**config.mk**
```make
export PLATFORM = sky130hd
export DESIGN_NAME = median_wr_ctrl
export DESIGN_NICKNAME = d
export VERILOG_FILES = /design/src/rtl/median_wr_pkg.sv /design/src/rtl/median_wr_ctrl.sv
export SDC_FILE = /design/constraint.sdc
export NUM_CORES = 1
export LEC_CHECK = 0
export ABC_AREA = 0
export BUFFER_PORTS_ARGS = -buffer_cell sky130_fd_sc_hd__clkbuf_2
export CORE_MARGIN = 3
export CORE_UTILIZATION = 46
export DETAILED_ROUTE_END_ITERATION = 16
export MAX_ROUTING_LAYER = met4
export PLACE_DENSITY = 0.85
export SLEW_MARGIN = 20
export SYNTH_ARGS = -nofsm -noshare
export SYNTH_HDL_FRONTEND = slang
export SYNTH_SLANG_ARGS = --single-unit
```
**constraint.sdc**
```tcl
create_clock -name clk_i -period 1.8 [get_ports clk_i]
set_input_delay 0.36 -clock clk_i [delete_from_list [all_inputs] [get_ports clk_i]]
set_output_delay 0.36 -clock clk_i [all_outputs]
set_load 0.05 [all_outputs]
```
**src/rtl/median_wr_pkg.sv**
```systemverilog
// Shared types and default sizing for the median write controller.
package median_wr_pkg;

  localparam int DEFAULT_DATA_W = 16;
  localparam int DEFAULT_DEPTH  = 8;

  typedef enum logic [1:0] {
    IDLE  = 2'd0,
    WRITE = 2'd1,
    FULL  = 2'd2
  } state_t;

endpackage

```
**src/rtl/median_wr_ctrl.sv**
```systemverilog
// Median write controller: takes a stream of median samples and writes them
// into a frame buffer of DEPTH entries, one sample every two cycles at most.
// A completed frame raises rd_req_o until the reader acknowledges it. In
// WRAP_MODE 0 the block stalls at a full frame until that acknowledge; in
// WRAP_MODE 1 it keeps filling and flags overflow_o if the previous frame was
// still unread.
module median_wr_ctrl
  import median_wr_pkg::*;
#(
  parameter int DATA_W    = DEFAULT_DATA_W,
  parameter int DEPTH     = DEFAULT_DEPTH,
  parameter int WRAP_MODE = 1,
  localparam int ADDR_W   = $clog2(DEPTH)
) (
  input  logic              clk_i,
  input  logic              rstn_i,
  input  logic              clear_i,
  input  logic [DATA_W-1:0] median_i,
  input  logic              valid_i,
  output logic              ready_o,
  output logic              wr_en_o,
  output logic [ADDR_W-1:0] wr_addr_o,
  output logic [DATA_W-1:0] wr_data_o,
  output logic              frame_done_o,
  output logic              rd_req_o,
  input  logic              rd_ack_i,
  output logic              overflow_o
);

  localparam logic [ADDR_W-1:0] LAST_ADDR = ADDR_W'(DEPTH - 1);

  state_t            r_state;
  logic [ADDR_W-1:0] r_count;
  logic              r_wrEn;
  logic [ADDR_W-1:0] r_wrAddr;
  logic [DATA_W-1:0] r_wrData;
  logic              r_frameDone;
  logic              r_rdReq;
  logic              r_overflow;
  logic              w_ready;
  logic              w_ackTaken;

  assign w_ready    = (r_state == IDLE);
  assign w_ackTaken = rd_ack_i && r_rdReq;

  assign ready_o      = w_ready;
  assign wr_en_o      = r_wrEn;
  assign wr_addr_o    = r_wrAddr;
  assign wr_data_o    = r_wrData;
  assign frame_done_o = r_frameDone;
  assign rd_req_o     = r_rdReq;
  assign overflow_o   = r_overflow;

  // Accept/write FSM with the inline frame counter and readout handshake;
  // later assignments win, so a frame completion overrides a same-cycle ack.
  always_ff @(posedge clk_i or negedge rstn_i) begin
    if (!rstn_i) begin
      r_state     <= IDLE;
      r_count     <= '0;
      r_wrEn      <= 1'b0;
      r_wrAddr    <= '0;
      r_wrData    <= '0;
      r_frameDone <= 1'b0;
      r_rdReq     <= 1'b0;
      r_overflow  <= 1'b0;
    end else if (clear_i) begin
      r_state     <= IDLE;
      r_count     <= '0;
      r_wrEn      <= 1'b0;
      r_frameDone <= 1'b0;
      r_rdReq     <= 1'b0;
      r_overflow  <= 1'b0;
    end else begin
      r_wrEn      <= 1'b0;
      r_frameDone <= 1'b0;
      if (w_ackTaken) begin
        r_rdReq <= 1'b0;
      end
      case (r_state)
        IDLE: begin
          if (valid_i && w_ready) begin
            r_wrData <= median_i;
            r_wrAddr <= r_count;
            r_wrEn   <= 1'b1;
            r_state  <= WRITE;
          end
        end
        WRITE: begin
          if (r_count == LAST_ADDR) begin
            r_count     <= '0;
            r_frameDone <= 1'b1;
            r_rdReq     <= 1'b1;
            if (r_rdReq) begin
              r_overflow <= 1'b1;
            end
            r_state <= (WRAP_MODE != 0) ? IDLE : FULL;
          end else begin
            r_count <= r_count + 1'b1;
            r_state <= IDLE;
          end
        end
        FULL: begin
          if (w_ackTaken) begin
            r_state <= IDLE;
          end
        end
        default: r_state <= IDLE;
      endcase
    end
  end

  // The write strobe lasts exactly one cycle, so it can never repeat back to back.
  property p_noDoubleWrite;
    @(posedge clk_i) disable iff (!rstn_i) wr_en_o |=> !wr_en_o;
  endproperty
  a_noDoubleWrite: assert property (p_noDoubleWrite);

  // Samples are only offered acceptance while the FSM is idle.
  property p_readyInIdle;
    @(posedge clk_i) disable iff (!rstn_i) ready_o |-> (r_state == IDLE);
  endproperty
  a_readyInIdle: assert property (p_readyInIdle);

endmodule

```
* After elaboration in Yosys (flattened, before gate mapping)
Index checks and enable logic that the tools add are counted.
** Word-level totals
- Bits in latches :: 0
- Register bits :: 28
- Memories kept :: 0
- Bits in writable memories :: 0
- Bits of input ports :: 21
- Memory bits (read-only) :: 0
** Cells by class
- Equality and inequality tests :: 5
- Magnitude comparators :: 0
- Div/mod/pow operators :: 0
- Muxes and demuxes :: 21
- Shift operators :: 0
- Bitwise gates (word level) :: 1
- Add/sub/neg operators :: 1
- $mul :: 0
- Reductions and logical operators :: 9
** Operators with widths (count)
- $mux W1 :: 14
- $mux W3 :: 3
- $mux W2 :: 3
- $reduce_and A3 Y1 :: 2
- $reduce_bool A2 Y1 :: 3
- $pmux W2 S2 :: 1
- $add A3 B1 Y3 const B :: 1
- $eq A3 B3 Y1 const B :: 1
- $ne A3 B2 Y1 const B :: 1
- $ne A3 B3 Y1 const B :: 1
- $eq A2 B1 Y1 const B :: 1
- $eq A2 B2 Y1 const B :: 1
- $logic_and A1 B1 Y1 :: 2
- $logic_not A2 Y1 :: 1
- $reduce_and A2 Y1 :: 1
- $not A1 Y1 :: 1

* Depth between registers and ports, before layout
- Depth in word-level cells :: 5
- Gate-level depth with buffers :: 4
- Depth with buffers taken out :: 4

* Worst setup path after synthesis
OpenSTA, ideal clock, no wires.
- Path type :: register to register
- Start point :: reg r_count[0]
- End point :: reg r_count[0]
- Library setup time :: 77 ps
- Cell stages (with the launch flop) :: 5
- Setup slack :: 481 ps
- Required time :: 1723 ps
- Data arrival time :: 1241 ps
- Path through :: dfrtp_1 ha_1 ha_1 or3b_1 a21oi_1
** Between the ends
- Longest elaborated chain between the ends :: 4
** RTL lines
- start: declaration :: line median_wr_ctrl.sv:33 : logic [ADDR_W-1:0] r_count;
- start signal: assignment :: line median_wr_ctrl.sv:98 : r_count <= r_count + 1'b1;
- $add A3 B1 Y3 / $eq A3 B3 Y1 (equally long branches) :: line median_wr_ctrl.sv:98, median_wr_ctrl.sv:89
- $mux W3 (*) :: line median_wr_ctrl.sv:89 : if (r_count == LAST_ADDR) begin
- $mux W3 (*) :: line median_wr_ctrl.sv:79 : case (r_state)
- $mux W3 (*) :: line median_wr_ctrl.sv:66 : end else if (clear_i) begin
Mark *: on every way between the ends. The rest lies on a longest branch, timed or not. The select of a mux whose other input is x is not followed.
A chain may end at the register's enable or synchronous reset.

* Worst setup path after layout
- Start point :: reg r_state[0]
- End point :: out ready_o
** Between the ends
- Longest elaborated chain between the ends :: 1
** RTL lines
- start: declaration :: line median_wr_ctrl.sv:32 : state_t r_state;
- start signal: assignment :: line median_wr_ctrl.sv:96 : r_state <= (WRAP_MODE != 0) ? IDLE : FULL;
- $logic_not A2 Y1 :: line median_wr_ctrl.sv:43 : assign w_ready = (r_state == IDLE);
- end: declaration :: line median_wr_ctrl.sv:20 : output logic ready_o,
Every way passes these cells.

==> summary.md <==
| Metric | Value |
|---|---|
| Clk_skew | roughly 0.0025 ns |
| DIE WIDTH | approximately 54 µm |
| Ys async rst share | 100% |
| Hold Buf Count CTS | 0 |
| PostCTS Resize Cnt | 0 |
| Synth unique cells | 16 |
| Startpoint types | flop |
| DIE HEIGHT | 54.3 µm |
| Fin crit period | 1.56 ns |
| Total of max-cap violations | 0 |
| Max H-tree Level | 1 |
| RSZ-0062 raised after global routing | no |
| Fin nets | 138 |
| Max stage delay cell, worst path | dfrtp_1 |
| Initial Util | 51.4% |
| Clock sink count | 27 |
| Synth Register Bits | 27 |
| Via count | 699 |
| Most frequent cell after synthesis | dfrtp_1 |
| Yosys top cell area share | between 60 and 70% |
| Routability Congestion | 0.648 |
| CP max FO | 10 |
| Clk buf depth | 2 |
| Final setup vio count | 0 |
| Synth-to-layout area growth | 22.7% |
| Largest net degree at the start of global routing | 28 |
| WS Path Type | reg2out |
| Worst hold path type | in2async |
| Antenna viol nets, final | 0 |
| Io pins | 45 |
| Post-synth top cells | 27 x dfrtp_1, 18 x mux2_2, 4 x buf_6 |
| Worst path required time | between 1 and 1.5 ns |
| GRT Total Usage | 15.1% |
| Synth top area cells | dfrtp_1 63%, mux2_2 19%, buf_6 4.2% |
| Worst path cell trace | inv_1 -> clkbuf_2 |
| Arrival time worst endpoint | 1.20 ns |
| Routed WL | 1.85 mm |
| Gate Count Post-Synth | 69 |
| N_diodes | 0 |
| EDFF count, synth | 0 |
| Synthesized Nets | 92 |
| Worst rel slew slack | 57.1% |
| DRC viols | 0 |
| Fill count | ~180 |
| Vias in the first global route | ~700 |
| Pre-Repair DR Iteration Count | 3 |
| CTS tree | done |
| Vias per Instance | 4.96 |
| Clock root cell | clkbuf_4 |
| Syn Std Cell Area | 1070 µm² |
| Placed cell areas | 1290 µm² |
| Initial antenna violation count | 0 |
| Power per cell area | 1080 nW/µm² |
| TritonCTS Buffers | 3 |
| Slew Viols, Final | 0 |
| Top_reg_cell synth | dfrtp_1 |
| WL/cell | 13.1 µm |
| Worst skew pair latency | 0.31 ns |
| CORE AREA | about 2100 µm² |
| Tcrit/Tclk final | between 80% and 90% |
| Share of layout cells above drive strength 1 | between 50% and 60% |
| Clock slew at reported path FFs | 0.13 ns |
| I/O Buffers | 44 |
| Worst slew pin tran | ~0.64 ns |
| Critical path endpoint category | output pin |
| Setup Buffers After CTS | 0 |
| Setup tns final | 0 ns |
| Slowest Stage Delay on Critical Path | ~0.53 ns |
| First-pass GRT wire length | between 3 and 4 mm |
| Post-synth top area cell | dfrtp_1 |
| Die footprint | 2940 µm² |
| Status | finished, final reports clean |
| Post-synthesis sequential area ratio | 63.1% |
| Total grt overflow | 0 |
| Leakage power total | around 0.67 nW |
| Synth Area per Inst | 15.5 µm² |
| Max Fclk | 640 MHz |
| Design Area, Final | 1310 µm² |
| Max VDD drop | just over 800 µV |
| DP HPWL | 1.40 mm |
| Yosys warns | 0 |
| DRT iter0 DRCs | 6 |
| Floorplan row count | 16 |
| Final Hold Viols | 0 |
## registers in the layout, indices dropped and copies added (netlist names)
| name | cells |
|---|---|
| wr_en_o | 1 |
| r_state | 1 |
| wr_data_o | 16 |
| wr_addr_o | 3 |
| r_count | 3 |
| rd_req_o | 1 |
| overflow_o | 1 |
| frame_done_o | 1 |
## critical path, delay by kind of cell, from the launching register on
family / cells / cell delay, ns
flip-flops: 1 / 0.53
buffers and inverters: 2 / 0.36
## placed cells by master (no fill, tap or decap), drive strengths merged
| master | instances |
|---|---|
| dfrtp | 27 |
| nor3b | 2 |
| or3b | 1 |
| nand3b | 1 |
| a31oi | 1 |
| nand2b | 3 |
| clkbuf | 48 |
| nand2 | 1 |
| inv | 1 |
| a21oi | 3 |
| nor2 | 3 |
| ha | 2 |
| mux2i | 1 |
| mux2 | 19 |
| buf | 1 |
## final cells by class
cell class	instances	area [µm²]	share of cell area (%)
sequential	27	676	51.4
multi-input combinational	37	347	26.4
timing repair buffer	45	228	17.3
tap	27	33.8	2.57
clock buffer	4	26.3	2.00
inverter	1	3.75	0.286
## per-layer routing
layer | global-route usage [%] | up-vias | routed length (µm)
met4 | 4.98 | 0 | 0
met1 | 16.7 | 342 | 766
met5 | - | - | 0
met3 | 2.45 | 0 | 128
li1 | - | 328 | -
met2 | 27.3 | 29 | 957
## kinds of logic after synthesis
family	share of synthesized area (%)
multiplexers	20.9
AO/OA/AOI/OAI	1.99
flip-flops	63.1
adder cells (fa/ha/maj)	2.34
buffers and inverters	4.56
AND/OR/NAND/NOR	7.13
## path summary, 6_finish.rpt
check                      depth (start not counted)       endpoint  slack [ns]          start
hold / removal                                     1  wr_data_o[15]        0.04         rstn_i
max in group asynchronous                          1   wr_data_o[7]        1.35         rstn_i
setup / recovery                                   2        ready_o        0.24     r_state[0]
setup reg to reg                                   3  wr_data_o[10]        0.29     r_state[0]
min in group clk_i                                 2  wr_data_o[15]        0.26   median_i[15]
hold reg to reg                                    1  wr_data_o[15]        0.51  wr_data_o[15]
## power breakdown
part	total [mW]	switching [mW]	internal, mW
Combinational	0.452	0.328	0.123
Sequential	0.718	0.0403	0.678
Clock	0.249	0.163	0.0865
Total	1.42	0.532	0.888
## stage by stage
stage / std cells / util, % / power (mW) / setup WS [ns] / hold WS (ns)
after global routing: 141 / 63.1 / 1.49 / 0.138 / 0.0816
after floorplan: 69 / - / 1.07 / 0.481 / 0.0644
after CTS: 141 / 63.1 / 1.44 / 0.223 / 0.0526
final: 141 / 63.1 / 1.42 / 0.239 / 0.0432
after global placement: 137 / 61.8 / 1.17 / 0.326 / 0.408
after detailed placement: 137 / 61.8 / 1.19 / 0.275 / 0.421
No activity file was read; power rests on OpenSTA's default activity.
